--- src/rtl/ycbcr_rgb565.sv ---
// Full-range BT.601 YCbCr to RGB565 converter.
// Three register stages: products, channel sums, clamp + pack.
// Syncs and data-valid travel through matching delay lines. The optional
// grayscale mode only changes at the start of a frame.
module ycbcr_rgb565 #(
    parameter int LATENCY = 3
) (
    input  logic        clk,
    input  logic        rst,
    input  logic        YCbCr_hsync,
    input  logic        YCbCr_vsync,
    input  logic        YCbCr_de,
    input  logic [7:0]  Y_data,
    input  logic [7:0]  Cb_data,
    input  logic [7:0]  Cr_data,
    input  logic        gray_en,
    output logic        RGB_hsync,
    output logic        RGB_vsync,
    output logic        RGB_de,
    output logic [15:0] RGB_data
);

    // Channel offsets include the +128 rounding term ahead of the >>8.
    localparam logic signed [19:0] R_OFS = 20'sd45824;   // 45952 - 128
    localparam logic signed [19:0] G_OFS = 20'sd34816;   // 34688 + 128
    localparam logic signed [19:0] B_OFS = 20'sd57984;   // 58112 - 128

    logic               vsync_d;
    logic               gray_mode;
    logic [7:0]         cb_eff;
    logic [7:0]         cr_eff;

    logic signed [19:0] p_y;
    logic signed [19:0] p_r_cr;
    logic signed [19:0] p_g_cb;
    logic signed [19:0] p_g_cr;
    logic signed [19:0] p_b_cb;

    logic signed [19:0] r_sum;
    logic signed [19:0] g_sum;
    logic signed [19:0] b_sum;

    logic [7:0]         r8;
    logic [7:0]         g8;
    logic [7:0]         b8;

    logic [LATENCY-1:0] hs_sr;
    logic [LATENCY-1:0] vs_sr;
    logic [LATENCY-1:0] de_sr;

    // Arithmetic shift by 8, then saturate to 0..255. Bits [19:16] of a
    // non-negative sum being non-zero means the shifted value exceeds 255.
    function automatic logic [7:0] clamp8(input logic signed [19:0] s);
        if (s[19])
            return 8'd0;
        else if (s[18:16] != 3'd0)
            return 8'd255;
        else
            return s[15:8];
    endfunction

    // Grayscale forces chroma to its zero point so R = G = B = Y exactly.
    always_comb begin
        cb_eff = gray_mode ? 8'd128 : Cb_data;
        cr_eff = gray_mode ? 8'd128 : Cr_data;
    end

    // Frame-start detect; gray_mode only follows gray_en on a vsync rise.
    always_ff @(posedge clk) begin
        if (rst) begin
            vsync_d   <= 1'b0;
            gray_mode <= 1'b0;
        end else begin
            vsync_d <= YCbCr_vsync;
            if (YCbCr_vsync && !vsync_d)
                gray_mode <= gray_en;
        end
    end

    // Stage 1: per-component products.
    always_ff @(posedge clk) begin
        if (rst) begin
            p_y    <= '0;
            p_r_cr <= '0;
            p_g_cb <= '0;
            p_g_cr <= '0;
            p_b_cb <= '0;
        end else begin
            p_y    <= $signed({4'b0, Y_data, 8'b0});
            p_r_cr <= $signed(20'(cr_eff) * 20'd359);
            p_g_cb <= $signed(20'(cb_eff) * 20'd88);
            p_g_cr <= $signed(20'(cr_eff) * 20'd183);
            p_b_cb <= $signed(20'(cb_eff) * 20'd454);
        end
    end

    // Stage 2: channel sums, wide enough that nothing wraps.
    always_ff @(posedge clk) begin
        if (rst) begin
            r_sum <= '0;
            g_sum <= '0;
            b_sum <= '0;
        end else begin
            r_sum <= p_y + p_r_cr - R_OFS;
            g_sum <= p_y - p_g_cb - p_g_cr + G_OFS;
            b_sum <= p_y + p_b_cb - B_OFS;
        end
    end

    // Saturated 8-bit channels feeding the pack stage.
    always_comb begin
        r8 = clamp8(r_sum);
        g8 = clamp8(g_sum);
        b8 = clamp8(b_sum);
    end

    // Low bits dropped by the 565 pack are intentionally discarded.
    logic unused_low;
    assign unused_low = ^{r8[2:0], g8[1:0], b8[2:0]};

    // Stage 3: pack to RGB565, blanking pixels outside the active region.
    always_ff @(posedge clk) begin
        if (rst)
            RGB_data <= 16'h0000;
        else if (de_sr[LATENCY-2])
            RGB_data <= {r8[7:3], g8[7:2], b8[7:3]};
        else
            RGB_data <= 16'h0000;
    end

    // Sync and data-valid delay lines matching the datapath depth.
    always_ff @(posedge clk) begin
        if (rst) begin
            hs_sr <= '0;
            vs_sr <= '0;
            de_sr <= '0;
        end else begin
            hs_sr <= {hs_sr[LATENCY-2:0], YCbCr_hsync};
            vs_sr <= {vs_sr[LATENCY-2:0], YCbCr_vsync};
            de_sr <= {de_sr[LATENCY-2:0], YCbCr_de};
        end
    end

    assign RGB_hsync = hs_sr[LATENCY-1];
    assign RGB_vsync = vs_sr[LATENCY-1];
    assign RGB_de    = de_sr[LATENCY-1];

endmodule

--- config.mk ---
export PLATFORM = sky130hd
export DESIGN_NAME = ycbcr_rgb565
export DESIGN_NICKNAME = d
export VERILOG_FILES = /design/src/rtl/ycbcr_rgb565.sv
export SDC_FILE = /design/constraint.sdc
export NUM_CORES = 1
export LEC_CHECK = 0
export CAP_MARGIN = 20
export CORE_MARGIN = 4
export CORE_UTILIZATION = 40
export CTS_CLUSTER_DIAMETER = 40
export DETAILED_ROUTE_END_ITERATION = 8
export GPL_ROUTABILITY_DRIVEN = 0
export PLACE_DENSITY = 0.66
export SKIP_LAST_GASP = 1
export SLEW_MARGIN = 20
export SYNTH_ARGS = -nofsm -noshare
export SYNTH_HDL_FRONTEND = slang
export SYNTH_SLANG_ARGS = --single-unit
--- constraint.sdc ---
create_clock -name clk -period 6.5 [get_ports clk]
set_input_delay 1.3 -clock clk [delete_from_list [all_inputs] [get_ports clk]]
set_output_delay 1.3 -clock clk [all_outputs]
set_load 0.05 [all_outputs]
# Word level (Yosys, flattened, before mapping)

Index checks and enable logic that the tools add are counted.

Register bits after elaboration: 187
Input port bits: 30
Output and inout port bits: 19
Word-level logic and storage cells: 46

Add/sub/neg operators: 7
$mul: 4
Mux-type cells: 5
Bitwise operators: 1
Reduce and logical (&&, ||, !) cells: 8

Operators by type and width:

| kind                                                                   | count |
|---|---|
| 20-bit adder                                                           | 2 |
| 8-bit two-way mux                                                      | 5 |
| 20-bit by 17-bit subtractor with 20-bit output (second input constant) | 2 |
| 20-bit subtractor                                                      | 2 |
| 8-bit by 8-bit multiplier with 16-bit output (second input constant)   | 2 |
| 20-bit by 17-bit adder with 20-bit output (second input constant)      | 1 |
| 8-bit by 9-bit multiplier with 17-bit output (second input constant)   | 1 |
| 8-bit by 4-bit multiplier with 12-bit output (second input constant)   | 1 |
| 3-bit nonzero test                                                     | 3 |
| 3-bit OR reduction                                                     | 3 |
| 1-bit logical AND                                                      | 1 |
| 1-bit logical NOT                                                      | 1 |
| 1-bit NOT                                                              | 1 |

# Logic depth before layout (Yosys ltp)

Depth after elaboration: 3
Gate-level depth with buffers: 20
Depth with buffers taken out: 19

# Worst setup path after synthesis

OpenSTA, ideal clock, no wires.

Path type: input to register
Start: input Cr_data[6]
End: register p_r_cr[16]
Library setup time: 121 ps
Arrival time: 5,319 ps
Required time: 6,379 ps
Path slack: 1,060 ps
Stages: 20
Buffers on the path: 1
Cells stage by stage: nor2b_1 > clkbuf_1 > inv_1 > ha_1 > inv_1 > ha_1 > inv_1 > fa_1 > inv_1 > fa_1 > inv_1 > fa_1 > inv_1 > ha_1 > nor3_1 > o21bai_1 > a21oi_1 > a31oi_1 > a311oi_1 > mux2_2

Longest elaborated chain between the ends: 2

RTL lines:

| what                                         | RTL line | RTL |
|---|---|---|
| from (decl)                                  | 15       | `input logic [7:0] Cr_data,` |
| 8-bit two-way mux                            | 65       | `cr_eff = gray_mode ? 8'd128 : Cr_data;` |
| 8-bit by 9-bit multiplier with 17-bit output | 90       | `p_r_cr <= $signed(20'(cr_eff) * 20'd359);` |
| to (signal assigned)                         | 90       |  |
| to (decl)                                    | 34       | `logic signed [19:0] p_r_cr;` |

No other way between the ends.
A chain may end at the register's enable or synchronous reset.

# Worst setup path after layout

Start: input Cr_data[7]
End: register p_r_cr[16]

Same word-level chain as after synthesis.

==> summary.md <==
| Metric | Value |
|---|---|
| Antenna cells | 0 |
| Initial DRC count | 284 |
| Post-CTS Setup Inserts | 0 |
| Clk slew on worst S/H paths | 0.07 ns |
| Tightest Pin Transition | 0.951 ns |
| Synth top area share | between 20% and 30% |
| DP Worst Slack | 0.491 ns |
| Arrival time at the worst endpoint | roughly 6 ns |
| Main area contributors after synthesis | ha_1 27%, dfxtp_1 23%, fa_1 13% |
| WP buf/inv | 6 |
| Pin count of the biggest net entering global routing | 97 |
| Post-DP HPWL | around 15 mm |
| Seq/Total Area, Yosys | 23.4% |
| Comb pwr share | 67.2% |
| Final wirelength | 18.2 mm |
| CTS Buf Count | 9 |
| Congestion Overflow GR | 0 |
| Origin of the critical flop-to-flop path | gray_mode |
| Synth cell types | 54 |
| Most frequent cells in the layout | 201 x ha_1, 198 x inv_1, 109 x dfxtp_1, 73 x nor2_1, 59 x fa_1 |
| Worst IR Drop VDD | 0.202 mV |
| Vias/cell | 4.84 |
| 1st-pass router iterations | 6 |
| Crit. End Element | flop |
| Final core occ | 45.9% |
| Latest clock arrival within the worst-skew pair | 0.36 ns |
| Clk root buf | clkbuf_16 |
| Max-cap violations | 0 |
| CTS tree | done |
| Worst hold path class | reg2reg |
| CP Launch Type | input port |
| Top_reg_cell synth | dfxtp_1 |
| Fin Hold WS | 0.438 ns |
| Initial antenna violation count | 0 |
| Psw | between 0.002 and 0.0025 W |
| Count of final setup violators | 0 |
| Post-cts resize count | 0 |
| CP cell instances | clkdlybuf4s50_1 -> or2_2 -> ha_1 -> inv_1 -> ha_1 -> inv_1 -> fa_1 -> inv_1 -> fa_1 -> inv_1 -> fa_1 -> inv_1 -> ha_1 -> o21ai_1 -> a31oi_1 -> a311oi_1 -> mux2_2 |
| Area Growth Syn to Fin | 12.0% |
| Fill cell count | 2224 |
| # port buffers | 48 |
| H-tree levels | 3 |
| Num rows | 55 |
| Final Hold Vio Count | 0 |
| CP required | 6.75 ns |
| Setup CP Type | in2reg |
| Leak | 5.23 nW |
| # IOs | 49 |
| Initial core utilization | 41.0% |
| RSZ-0062 raised after global routing | no |
| Final nets | 1356 |
| Post-Syn Area | 9340 um^2 |
| Vias | 6692 |
| DRC | 0 |
| Power Internal | 0.00242 W |
| Gr usage total | 14.7% |
| Setup_tns | 0 ns |
| Largest fanout on the critical path | 5 |
| Final period util | 86.4% |
| Clock skew | about 0.013 ns |
| Cell accounting for the most synthesized area | ha_1 |
| Post-cts hold buffer count | 0 |
| Min Tclk post-route | 5.62 ns |
| Slowest stage delay, CP | 0.52 ns |
| CP startpoint | Cr_data[7] |
| Clock sink count | 109 |
| Clk pwr share | 12.0% |
| Global-route wire length before repair | 31.2 mm |
| Outcome | complete, no violations |
| Leading cell type in the layout, fill and taps excluded | ha_1 |
| EDFF count, synth | 0 |
| Mapped Nets | between 1k and 1.5k |
| Critical Path Most Common Cell | inv_1 |
| Clock buffer depth | 2 |
| Synth async-reset ratio | 0% |
| Post-Syn Area per Cell | 9.14 um^2 |
| Slew headroom | a little over a third |
| Worst setup margin | 0.882 ns |
| Sequential power share | between 20% and 30% |
| Worst path top cell family by delay | adder cells |
| FF+latch count, synth | 109 |
| Core Region | between 20000 and 25000 um^2 |
| Vias in the first global route | ~6.6k |
| Share of layout cells above drive strength 1 | 3.08% |
| WL/cell | 13.2 um |
| Switching Fraction | a little under half |
| DRT antenna net count | 0 |
| Pwr dens | 423 nW/um^2 |
| Post-Syn Instances | 1022 |
| Fin. max-slew vios | 0 |
| YS warnings | 0 |
| Multi-input gate area | 6350 um^2 |
| Slowest-stage cell, CP | fa_1 |
| Die footprint | 25900 um^2 |
| Maximum clock rate | 0.178 GHz |
| Reg area | roughly 2200 um^2 |
| Die Width | 161 um |
| Hold_sp | de_sr[0] |
| Die Ht | 161 um |
-- sequential cells by signal (all words and copies together) (netlist names), 3 cells and up --
register and flops:
RGB_data 16, p_g_cr 14, p_g_cb 12, p_r_cr 11, g_sum 10, p_b_cb 10, b_sum 9, r_sum 9
p_y 8, de_sr 3, hs_sr 3, vs_sr 3
-- logic make-up (layout without fill, tap and decap cells) --
group / after synthesis / count (layout) / synth area share (%)
muxes: 7 / 7 / 0.817
buffers and inverters: 217 / 266 / 8.72
DFF: 109 / 109 / 23.4
and+or+nand+nor: 216 / 216 / 11.5
xor gates and xnor gates: 44 / 44 / 4.12
AOI/OAI and AO/OA: 169 / 169 / 11.9
adders and majority gates: 260 / 260 / 39.6
-- path summary, 6_finish.rpt --
check | cells past startpoint | slack, ns | to
worst max-delay path | 17 | 0.88 | p_r_cr[16]
worst min-delay path | 1 | 0.44 | de_sr[1]
worst max register to register | 15 | 1.53 | p_r_cr[16]
worst min register to register | 1 | 0.44 | de_sr[1]
-- final cells by class --
type | instances | share of cell area [%]
well taps | 313 | 3.74
repair buffers | 52 | 4.86
inverters | 198 | 7.10
multi-input cells | 696 | 60.7
clock buffers | 10 | 2.28
clock inverters | 6 | 0.490
flip-flops and latches | 109 | 20.9
-- through the flow --
step,cell area (um^2),instances,power [W]
final,10500,1384,0.00443
after CTS,10500,1384,0.00446
after global placement,10200,1368,0.00385
after global routing,10500,1384,0.00493
after floorplan,9340,1022,0.00326
after detailed placement,10200,1368,0.00389
-- power groups by stage --
stage	Sequential, W	Combinational (W)	Clock, W
final	0.000919	0.00298	0.000532
after global routing	0.000936	0.00342	0.000573
after CTS	0.000921	0.00298	0.000550
after detailed placement	0.000935	0.00296	0
after global placement	0.000935	0.00292	0
after floorplan	0.000925	0.00233	0
-- synth_stat cells (2+ instances only) --
master	number
a21o_1	19
nand3_1	6
inv_1	198
a311oi_1	2
nand4_1	7
a31oi_1	10
nand2b_1	15
a211o_1	2
nor2b_1	40
or3_1	5
nor4_1	4
nand2_1	28
and3_1	4
or2_2	4
a21oi_1	45
o211ai_1	3
o21a_1	27
a21boi_0	2
xor2_1	13
fa_1	59
ha_1	201
a211oi_1	6
mux2i_1	2
a41oi_1	3
nor3_1	23
buf_1	4
o21bai_1	10
o21ai_0	23
clkbuf_1	15
dfxtp_1	109
nor2_1	73
mux2_2	5
o31ai_1	4
xnor2_1	31
-- layer usage --
| layer | up-vias | GRT usage (%) | share of wire (%) |
|---|---|---|---|
| met3 | 22 | 1.74 | 3.8 |
| met4 | 0 | 4.58 | 1.7 |
| met5 | - | 0 | 0 |
| met2 | 115 | 24.0 | 46 |
| met1 | 3105 | 20.4 | 49 |
| li1 | 3450 | - | - |
Power figures use the tool's default switching activity.
